--- src/rtl/osd_video_mixer.sv ---
// Video-side companion to the OSD generator: derives active-area coordinates,
// delays the pixel stream by the generator latency, and mixes the OSD overlay in.
module osd_video_mixer #(
  parameter int OSD_LATENCY = 6,
  parameter int COLOR_W     = 8
) (
  input  logic               vclk,
  input  logic               rst_n,
  input  logic [COLOR_W-1:0] R_i,
  input  logic [COLOR_W-1:0] G_i,
  input  logic [COLOR_W-1:0] B_i,
  input  logic               HSYNC_i,
  input  logic               VSYNC_i,
  input  logic               DE_i,
  input  logic               blend_en,
  input  logic               osd_enable,
  input  logic               osd_color,
  output logic [10:0]        xpos,
  output logic [10:0]        ypos,
  output logic [COLOR_W-1:0] R_o,
  output logic [COLOR_W-1:0] G_o,
  output logic [COLOR_W-1:0] B_o,
  output logic               HSYNC_o,
  output logic               VSYNC_o,
  output logic               DE_o
);

  // Packed pixel word: {R, G, B, HSYNC, VSYNC, DE}
  localparam int PW = 3 * COLOR_W + 3;
  localparam logic [PW-1:0] IDLE_WORD = {{(3 * COLOR_W){1'b0}}, 3'b110};
  localparam logic [10:0]   COORD_MAX = 11'h7FF;

  logic [PW-1:0]      dly_reg [0:OSD_LATENCY];
  logic               blend_reg;
  logic               s0_de;
  logic               s0_vs;
  logic               vsync_fall;
  logic [PW-1:0]      tail;
  logic [COLOR_W-1:0] tail_r, tail_g, tail_b;
  logic               tail_hs, tail_vs, tail_de;
  logic [COLOR_W-1:0] r_next, g_next, b_next;

  assign s0_de      = dly_reg[0][0];
  assign s0_vs      = dly_reg[0][1];
  assign vsync_fall = !VSYNC_i && s0_vs;

  // Stage 0 plus OSD_LATENCY further stages; the last one lines up with osd_enable/osd_color
  always_ff @(posedge vclk or negedge rst_n) begin
    if (!rst_n) begin
      for (int i = 0; i <= OSD_LATENCY; i++) dly_reg[i] <= IDLE_WORD;
    end else begin
      dly_reg[0] <= {R_i, G_i, B_i, HSYNC_i, VSYNC_i, DE_i};
      for (int i = 1; i <= OSD_LATENCY; i++) dly_reg[i] <= dly_reg[i-1];
    end
  end

  always_ff @(posedge vclk or negedge rst_n) begin
    if (!rst_n) begin
      xpos      <= '0;
      ypos      <= '0;
      blend_reg <= 1'b0;
    end else begin
      if (DE_i) begin
        if (!s0_de)                 xpos <= '0;
        else if (xpos != COORD_MAX) xpos <= xpos + 11'd1;
      end
      // Vsync assertion wins over an end-of-line on the same edge
      if (vsync_fall) begin
        ypos      <= '0;
        blend_reg <= blend_en;
      end else if (s0_de && !DE_i && ypos != COORD_MAX) begin
        ypos <= ypos + 11'd1;
      end
    end
  end

  assign tail = dly_reg[OSD_LATENCY];
  assign {tail_r, tail_g, tail_b, tail_hs, tail_vs, tail_de} = tail;

  always_comb begin
    r_next = tail_r;
    g_next = tail_g;
    b_next = tail_b;
    if (osd_enable && tail_de) begin
      if (osd_color) begin
        r_next = '1;
        g_next = '1;
        b_next = '1;
      end else if (blend_reg) begin
        r_next = tail_r >> 2;
        g_next = tail_g >> 2;
        b_next = tail_b >> 2;
      end else begin
        r_next = '0;
        g_next = '0;
        b_next = '0;
      end
    end
  end

  always_ff @(posedge vclk or negedge rst_n) begin
    if (!rst_n) begin
      R_o     <= '0;
      G_o     <= '0;
      B_o     <= '0;
      HSYNC_o <= 1'b1;
      VSYNC_o <= 1'b1;
      DE_o    <= 1'b0;
    end else begin
      R_o     <= r_next;
      G_o     <= g_next;
      B_o     <= b_next;
      HSYNC_o <= tail_hs;
      VSYNC_o <= tail_vs;
      DE_o    <= tail_de;
    end
  end

endmodule

--- config.mk ---
export PLATFORM = sky130hd
export DESIGN_NAME = osd_video_mixer
export DESIGN_NICKNAME = d
export VERILOG_FILES = /design/src/rtl/osd_video_mixer.sv
export SDC_FILE = /design/constraint.sdc
export NUM_CORES = 1
export LEC_CHECK = 0
export ABC_AREA = 1
export BUFFER_PORTS_ARGS = -buffer_cell sky130_fd_sc_hd__buf_2
export CAP_MARGIN = 20
export CORE_MARGIN = 3
export CORE_UTILIZATION = 35
export CTS_CLUSTER_SIZE = 14
export DETAILED_ROUTE_END_ITERATION = 8
export PLACE_DENSITY_LB_ADDON = 0.1
export SKIP_CTS_REPAIR_TIMING = 1
export SYNTH_ARGS = -nofsm -noshare
export SYNTH_HDL_FRONTEND = slang
export SYNTH_SLANG_ARGS = --single-unit
--- constraint.sdc ---
create_clock -name vclk -period 1.4 [get_ports vclk]
set_input_delay 0.28 -clock vclk [delete_from_list [all_inputs] [get_ports vclk]]
set_output_delay 0.28 -clock vclk [all_outputs]
set_load 0.005 [all_outputs]
== Yosys cells after proc, flatten, opt, wreduce, memory -nomap -nowiden ==
Index checks and enable logic that the tools add are counted.
Storage, ports and cells
  register bits: 239
  word-level logic and storage cells: 42
Cells by class
  reduce and logical (&&, ||, !) cells: 8
  equality and inequality tests: 3
  mux-type cells: 13
  $add $sub $neg: 2
Operators with widths (count)
  two-way mux 8 bit: 6
  two-way mux 11 bit: 4
  adder 11 x 1 -> 11 bit, second input constant: 2
  != test 11 bit, second input constant: 2
  two-way mux 6 bit: 3
  logical AND 1 bit: 4
  zero test 1 bit: 2
  != test 2 x 1 -> 1 bit, second input constant: 1
  AND reduction 2 bit: 1
  nonzero test 2 bit: 1

== Depth between registers and ports, before layout ==
Gate-level depths: netlist of the first run.
  depth in word-level cells: 5
  depth in mapped cells: 8
  mapped depth without buffers: 8

== Worst setup path after synthesis of the first run ==
OpenSTA, ideal clock, no wires.
  kind: flip-flop to flip-flop
  start point: reg ypos[0]
  end point: reg ypos[3]
  library setup time: 123 ps
  stages on the path, launching flop included: 9
  buffers on the path: 0
  period minus slack after synthesis: 1310 ps
  data required time: 1277 ps
  setup slack: 90 ps
  arrival: 1187 ps
  cells stage by stage: dfrtp_1 > ha_1 > nand2_2 > nor2_4 > nand3_2 > nand2_2 > nand2_1 > nand2_1 > o21ai_1
Between the ends
  longest elaborated chain between the ends: 3
  elaborated cells between the ends (all ways): 6
  those cells by class: 1 x add/sub; 1 x eq/ne; 2 x mux; 2 x reduce/logical
Ends and longest elaborated chain
  start, declared: RTL line 19  | output logic [10:0] ypos,
  start signal, assigned: RTL line 72  | ypos <= ypos + 11'd1;
  adder 11 x 1 -> 11 bit / != test 11 bit (equally long branches): RTL line 72, 71
  two-way mux 11 bit / logical AND 1 bit (equally long branches): RTL line 71  | end else if (s0_de && !DE_i && ypos != COORD_MAX) begin
  two-way mux 11 bit / nonzero test 2 bit (equally long branches)
Parallel ways exist; a longest one is shown, timed or not. The select of a mux whose other input is x is not followed.
A chain may end at the register's enable or synchronous reset.

== Final worst setup path of the first run ==
  start point: reg xpos[5]
  end point: out xpos[5]
RTL lines
  start, declared: RTL line 18  | output logic [10:0] xpos,
  start signal, assigned: RTL line 65  | else if (xpos != COORD_MAX) xpos <= xpos + 11'd1;
No word-level cell between the ends.

==> flow_summary.yaml, run 1 <==
run_status:
  status: "finished, violations left"
  violations: "setup timing"
power:
  p_leak_nw: 4.46
  power_mw: 14.5
  power-per-cell-area_nw_per_um2: 1520
  vdd_drop_max_uv: 728
timing:
  finalMaxSlewViolations: 0
  relSlewSlack: 0.703
  finClkSkew_ps: 9.11
  final.min_clock_period_ps: 1430
  tightest_slew_ps: 446
  rsz0062_at_grt: "yes"
  hold_ws_ps: 189
  fin_setup_tns_ps: -187
  worst_slack_ps: -29.1
  period_share: 1.02
  max_freq_ghz: 0.700
  hold_violations: 0
  setup_viol: 13
place:
  dp_hpwl_um: 7450
  dpl-instance-area_um2: 8140
  dpl_worst_slack_ps: -50.7
  dpl.cell_count: 863
  io_buffer_count: 80
  place.gp.congestion: 0.767
worst_setup_path:
  reg2reg_slack_ps: -20
  crit_path_cell_trace: "buf_6 -> buf_6"
  critPathRequiredTime_ps: 1120
  cpMaxStageDelayCell: "dfrtp_1"
  worstSetupPathType: "register to output pin"
  max_stage_delay_ps: 400
  end_kind: "output pin"
  cp-start-kind: "register"
  crit_fanout: 6
  cp.arrival_ps: 1150
  path_common_cell: "buf_6"
layout:
  syn_to_final_growth_pct: 33.2
  final_cells: 958
  design_area_um2: 9570
  largest_reg_flops: 162
  nets: 709
  drive_above_1_share: 0.304
  mostFrequentLayoutCells: "dfrtp_1, nand2_1, buf_2"
  final_common_cell: "dfrtp_1"
  fin_util: 0.484
  antenna_cells: 0
route:
  ant_nets: 0
  finalWirelength_um: 12300
  vias: 4071
  drtIter0Drc: 164
  viasPerCell: 4.25
  dr.pass1.iters: 4
  drc: 0
  routedWlPerCell_um: 12.8
clocking:
  cts_max_level: 1
  path_clk_slew_ps: 60
  cts_root_buf: "clkbuf_16"
  clock-sinks: 239
  cts_buffers: 25
  cts_tree: "done"
  insertion_delay_ps: 510
  ctsLongestPathBuffers: 3
synthesis:
  synth_top_family_by_area: "simple AND/OR/NAND/NOR gates"
  seq_area_frac_synth: 0.835
  yosys.area_share.simple: 0.0984
  ys_seq_elements: 239
  synth-compound-area-share: 0.0392
  syn_area_um2: 7180
  synth_fp_nets: 534
  synth_xor_area_frac: 0.00366
  synthMuxAreaShare: 0
  syn_inst: 500
  synth_fa_ha_area_frac: 0.00348
  avgSynthCellArea_um2: 14.4
  synth.distinct_cells: 25
  ys_warn_count: 0
global_route:
  grt_pass1_wl_um: 20200
  track_usage: 0.111
  antenna_found_initial: 0
  grt_pass1_vias: 4112
  grt_max_degree: 55
  gr-total-overflow: 0
die:
  die_y_um: 149
  dieArea_um2: 22300
  io_pins: 81
  rows: 51
  die_width_um: 149
  start_util: 0.363
  core_area_um2: 19800
hold_path:
  worstHoldPathType: "input port to register"
run:
  maxCapViolations: 0
[final timing paths]
check	from	cells after the start	endpoint
worst max-delay path	xpos[5]	2	xpos[5]
max in group asynchronous	rst_n	3	dly_reg[132]
worst min register to register	dly_reg[92]	0	dly_reg[65]
worst min-delay path	osd_color	4	G_o[7]
min in group asynchronous	rst_n	2	dly_reg[168]
worst max register to register	xpos[1]	7	xpos[9]
[cells in the mapped netlist (all sizes together)]
master  count  area, um2
dfrtp     223       5580
buf         8       52.6
nand3      23        120
clkbuf      5       18.8
inv        19       71.3
nand3b      1       7.51
dfstp      16        420
nor3        2       10.0
a21oi      49        245
nand2     101        389
xnor2       1       8.76
o21bai      1       7.51
xor2        2       17.5
nand4       2       12.5
o21ai       5       28.8
nor2       40        168
ha          2       25.0
[cell families (layout without fill, tap and decap cells)]
logic type / after synthesis / count (layout)
fa+ha+maj: 2 / 2
xor+xnor: 3 / 3
compound gates: 55 / 55
simple gates: 169 / 169
buf+inv: 32 / 225
flops: 239 / 239
[final cells by class]
type                       instances  area [um2]
clock buffer                      41         736
fill                            1758       10200
inverter                          19        71.3
clock inverter                     4        48.8
timing repair buffer             161        1250
multi-input combinational        229        1120
sequential                       239        6010
tap                              265         332
[power by group]
part | leakage (nW) | switching [mW] | internal, mW | total [mW]
logic | 1.29 | 0.447 | 0.402 | 0.849
clock network | 0.384 | 2.45 | 3.75 | 6.20
registers | 2.80 | 0.143 | 7.31 | 7.45
[worst max-delay path, delay by kind of cell (launching register included)]
kind | cells | cell delay [ps]
flip-flops | 1 | 400
buffers and inverters | 2 | 250
[metal layers]
layer | global-route usage | routed length (um)
met1 | 0.156 | 5600
met2 | 0.167 | 5670
met3 | 0.0292 | 775
met4 | 0.0375 | 271
met5 | 0 | 0
Power figures use the tool's default switching activity.
==> inputs of run 2 (changes only) <==
- clock period: 1.4 -> 1.6 ns (I/O delays scaled with it)
==> run 2 against run 1 <==
Effect of this change:
- the flow now finishes without violations
- sequential power fell by 12%
- register-to-register slack improved by 150 ps
- power fell by 9.3%
- cell count fell by 3.2%
- global-route usage fell by 0.29 points
- non-clock buffer count fell by 34
- critical path depth did not move
- routed wire length fell by 5.7%
==> flow_summary.yaml, run 2 (synthesis gave the netlist of run 1 again) <==
timing:
  hold_violations: 0
  finClkSkew_ps: 10.2
  finalMaxSlewViolations: 0
  period_share: 0.946
  final.min_clock_period_ps: 1510
  max_freq_ghz: 0.660
  setup_viol: 0
  rsz0062_at_grt: "no"
  relSlewSlack: 0.775
  tightest_slew_ps: 338
  worst_slack_ps: 85.8
route:
  dr.pass1.iters: 4
  drc: 0
  finalWirelength_um: 11600
  viasPerCell: 4.15
  ant_nets: 0
  drtIter0Drc: 132
  vias: 3850
  routedWlPerCell_um: 12.5
clocking:
  insertion_delay_ps: 510
  path_clk_slew_ps: 60
  cts_root_buf: "clkbuf_16"
  cts_buffers: 26
  cts_tree: "done"
  ctsLongestPathBuffers: 3
  clock-sinks: 239
  cts_max_level: 1
layout:
  antenna_cells: 0
  n_fill_cell: 1813
  largest_reg_flops: 162
  seqCellArea_um2: 6000
  final_common_cell: "dfrtp_1"
  drive_above_1_share: 0.257
  syn_to_final_growth_pct: 28.6
  nets: 676
  mostFrequentLayoutCells: "dfrtp_1, nand2_1, buf_2"
  multi_input_area_um2: 1060
worst_setup_path:
  cp-start-kind: "register"
  end_kind: "output pin"
  r2r_cells: 8
  worstSetupPathType: "register to output pin"
  crit_fanout: 7
  rr_endpoint: "ypos[3]"
  reg2reg_from: "ypos[0]"
  cp.arrival_ps: 1190
  reg2reg_slack_ps: 130
  critPathRequiredTime_ps: 1280
power:
  p_int_mw: 10.5
  power-per-cell-area_nw_per_um2: 1420
  p_comb_frac: 0.046
  p_clk_frac: 0.458
  p_switching_mw: 2.67
  power_mw: 13.2
  vdd_drop_max_uv: 694
  seqPwrFrac: 0.496
  p_leak_nw: 4.32
  swShare: 0.203
place:
  dp_hpwl_um: 7260
  io_buffer_count: 80
  dpl_worst_slack_ps: 4.04
  place.gp.congestion: 0.770
global_route:
  grt_pass1_vias: 3900
  grt_pass1_wl_um: 19600
  track_usage: 0.108
  antenna_found_initial: 0
  grt_max_degree: 62
  gr-total-overflow: 0
run:
  maxCapViolations: 0
die:
  die_width_um: 149
  start_util: 0.363
  dieArea_um2: 22300
  rows: 51
  io_pins: 81
  die_y_um: 149
  core_area_um2: 19800
hold_path:
  hold_depth: 3
  worstHoldPathType: "input port to register"
  holdPathEnd: "blend_reg"
  hp-start: "blend_en"
run_status:
  status: "finished clean"
[run 2: changes by cell type in the layout (fill, tap and decap cells not counted), sizes merged]
| cell | delta |
|---|---|
| buf | -33 |
| clkinv | +4 |
| bufinv | +2 |
| clkbuf | -2 |
| dlygate4sd3 | -1 |
| inv | -1 |
[run 2: cell type report]
type | instances | share of cell area
Sequential cell | 239 | 0.650
Multi-Input combinational cell | 229 | 0.115
Timing Repair Buffer | 127 | 0.0943
Clock buffer | 39 | 0.0845
Tap cell | 265 | 0.0359
Clock inverter | 9 | 0.0130
Inverter | 19 | 0.00772
[run 2: worst max-delay path: stages (launching register included)]
cell,delay [ps]
dfrtp_1,390
buf_4,170
buf_2,130
[run 2: how the worst max path moves through the flow]
stage                     startpoint  endpoint  slack, ps  cells past startpoint
after floorplan              ypos[0]   ypos[3]        290                      8
after global placement       ypos[0]   ypos[5]        100                      8
after detailed placement     ypos[1]   ypos[3]          4                      8
after CTS                    ypos[1]   ypos[3]        -10                      8
after global routing         xpos[0]   xpos[3]         10                      8
final                        xpos[5]   xpos[5]         90                      2
[run 2: layer usage]
layer  up-vias  part of all wire  GRT usage  wire, um
li1       1869                 -          -         -
met1      1858              0.47      0.152      5490
met2        97              0.44      0.163      5130
met3        26             0.055     0.0255       636
met4         0             0.030     0.0407       348
met5         -                 0          0         0
[run 2: power groups by stage]
stage	Combinational (mW)	Sequential, mW	Clock, mW
after floorplan	0.203	6.61	0
final	0.599	6.53	6.03
after detailed placement	0.538	6.64	0
after CTS	0.539	6.53	6.25
after global placement	0.528	6.63	0
after global routing	0.689	6.56	6.50
[run 2: stage by stage]
stage | utilization | setup TNS (ps) | cells | area (um2) | hold slack, ps
2_1_floorplan | - | 0 | 500 | 7180 | 24.4
3_3_place_gp | 0.404 | 0 | 844 | 7980 | 224
3_5_place_dp | 0.404 | 0 | 844 | 7980 | 229
4_1_cts | 0.449 | -18.4 | 892 | 8880 | -318
5_1_grt | 0.467 | 0 | 927 | 9240 | 23.3
6_report | 0.467 | 0 | 927 | 9240 | 30.5
==> inputs of run 3 (changes only) <==
- CORE_ASPECT_RATIO: default -> 1.25
==> run 3 against run 2 <==
Effect of this change:
- non-clock buffer count increased by 2
- global-route usage decreased by 0.49 points
- register-to-register slack about the same
- cell count decreased by 0.43%
- via count increased by 1.1%
- die area about the same
- sequential cell count unchanged
- combinational power increased by 2%
- first-iteration DRC count decreased by 1.5%
- worst setup slack got worse by 4.6 ps
- hold slack improved by 22 ps
- power decreased by 5.2%
- highest routed layer unchanged
==> flow_summary.yaml, run 3 (synthesis gave the netlist of run 1 again) <==
run_status:
  status: "finished clean"
place:
  place.gp.congestion: 0.761
  dpl_worst_slack_ps: -25.2
  io_buffer_count: 80
  dp_hpwl_um: 7020
clocking:
  clock-sinks: 239
  cts_root_buf: "clkbuf_16"
  ctsLongestPathBuffers: 3
  insertion_delay_ps: 510
  cts_max_level: 1
  cts_tree: "done"
  cts_buffers: 24
  path_clk_slew_ps: 60
layout:
  n_fill_cell: 1824
  antenna_cells: 0
  mostFrequentLayoutCells: "dfrtp_1, nand2_1, buf_2"
  largest_reg_flops: 162
  nets: 677
  syn_to_final_growth_pct: 27.4
  drive_above_1_share: 0.252
  final_common_cell: "dfrtp_1"
timing:
  relSlewSlack: 0.765
  hold_violations: 0
  max_freq_ghz: 0.658
  setup_viol: 0
  worst_slack_ps: 81.2
  period_share: 0.949
  finClkSkew_ps: 7.72
  tightest_slew_ps: 353
  finalMaxSlewViolations: 0
  final.min_clock_period_ps: 1520
  rsz0062_at_grt: "no"
worst_setup_path:
  crit_fanout: 3
  max_stage_delay_ps: 420
  critPathRequiredTime_ps: 1280
  crit_path_cell_trace: "buf_4 -> buf_2"
  reg2reg_from: "ypos[1]"
  end_kind: "output pin"
  critPathBufInv: 2
  cp_top_family: "flip-flops"
  cp.arrival_ps: 1200
  cp-startpoint: "ypos[1]"
  cpMaxStageDelayCell: "dfrtp_1"
  worstSetupPathType: "register to output pin"
  cp-start-kind: "register"
die:
  io_pins: 81
  core_area_um2: 19800
  rows: 57
  dieArea_um2: 22300
  die_width_um: 134
  die_y_um: 166
  start_util: 0.362
global_route:
  grt_pass1_vias: 3955
  grt_pass1_wl_um: 19300
  antenna_found_initial: 0
  gr-total-overflow: 0
  track_usage: 0.103
  grt_max_degree: 48
power:
  p_int_mw: 9.89
  power_mw: 12.5
  power-per-cell-area_nw_per_um2: 1360
  p_comb_frac: 0.049
  p_switching_mw: 2.59
  vdd_drop_max_uv: 800
  p_leak_nw: 4.27
  swShare: 0.207
  p_clk_frac: 0.428
  seqPwrFrac: 0.523
hold_path:
  worstHoldPathType: "input port to register"
  hp-start: "blend_en"
route:
  vias: 3894
  drc: 0
  drtIter0Drc: 130
  dr.pass1.iters: 4
  ant_nets: 0
  viasPerCell: 4.22
  finalWirelength_um: 11300
  routedWlPerCell_um: 12.2
run:
  maxCapViolations: 0
==> run 3: cell count changes in the layout (fill, tap and decap cells not counted), moves of 2 or more <==
cell	delta
clkinv_2	-4
bufinv_16	-2
clkbuf_16	-3
nand2_2	+2
==> run 3: metrics by stage <==
| stage | area, um2 | setup TNS (ps) | utilization | std cells | hold slack, ps |
|---|---|---|---|---|---|
| after global placement | 8000 | 0 | 0.404 | 845 | 173 |
| after global routing | 9150 | 0 | 0.462 | 923 | 49.9 |
| after CTS | 8780 | -119 | 0.443 | 886 | -368 |
| final | 9150 | 0 | 0.462 | 923 | 52.7 |
| after detailed placement | 8000 | -79.9 | 0.404 | 845 | 178 |
| after floorplan | 7180 | 0 | - | 500 | 24.4 |
==> run 3: power groups by stage <==
stage	Combinational (mW)	Sequential (mW)	Clock, mW
after floorplan	0.203	6.61	0
after global placement	0.526	6.62	0
after detailed placement	0.544	6.64	0
after CTS	0.546	6.53	5.58
after global routing	0.702	6.56	5.83
final	0.611	6.52	5.34
==> run 3: worst reg2reg max path, delay by kind of cell, from the launching register on <==
| family | cells | cell delay (ps) |
|---|---|---|
| AOI/OAI and AO/OA | 1 | 80 |
| adders and majority gates | 1 | 220 |
| buffers and inverters | 1 | 130 |
| DFF | 1 | 400 |
| and+or+nand+nor | 5 | 560 |
==> run 3: layer usage <==
layer  up-vias  wire length (um)  GRT usage
met5         -                 0          0
met4         0               254     0.0407
met3        24               653     0.0258
met2        95              5350      0.158
met1      1904              5000      0.141
li1       1871                 -          -
==> run 3: path summary, 6_finish.rpt <==
check	to	slack (ps)	depth (start not counted)
max	ypos[1]	80	2
min	blend_reg	50	3
max reg2reg	ypos[7]	130	8
min reg2reg	dly_reg[51]	340	0
max in group asynchronous	dly_reg[84]	740	3
min in group asynchronous	dly_reg[51]	250	2
==> run 3: area by class of cell <==
type / instances / area (um2) / share of cell area
sequential: 239 / 6000 / 0.656
tap: 265 / 332 / 0.0362
timing repair buffer: 129 / 898 / 0.0982
clock buffer: 36 / 716 / 0.0782
multi-input combinational: 230 / 1070 / 0.117
clock inverter: 5 / 63.8 / 0.00697
inverter: 19 / 71.3 / 0.00779
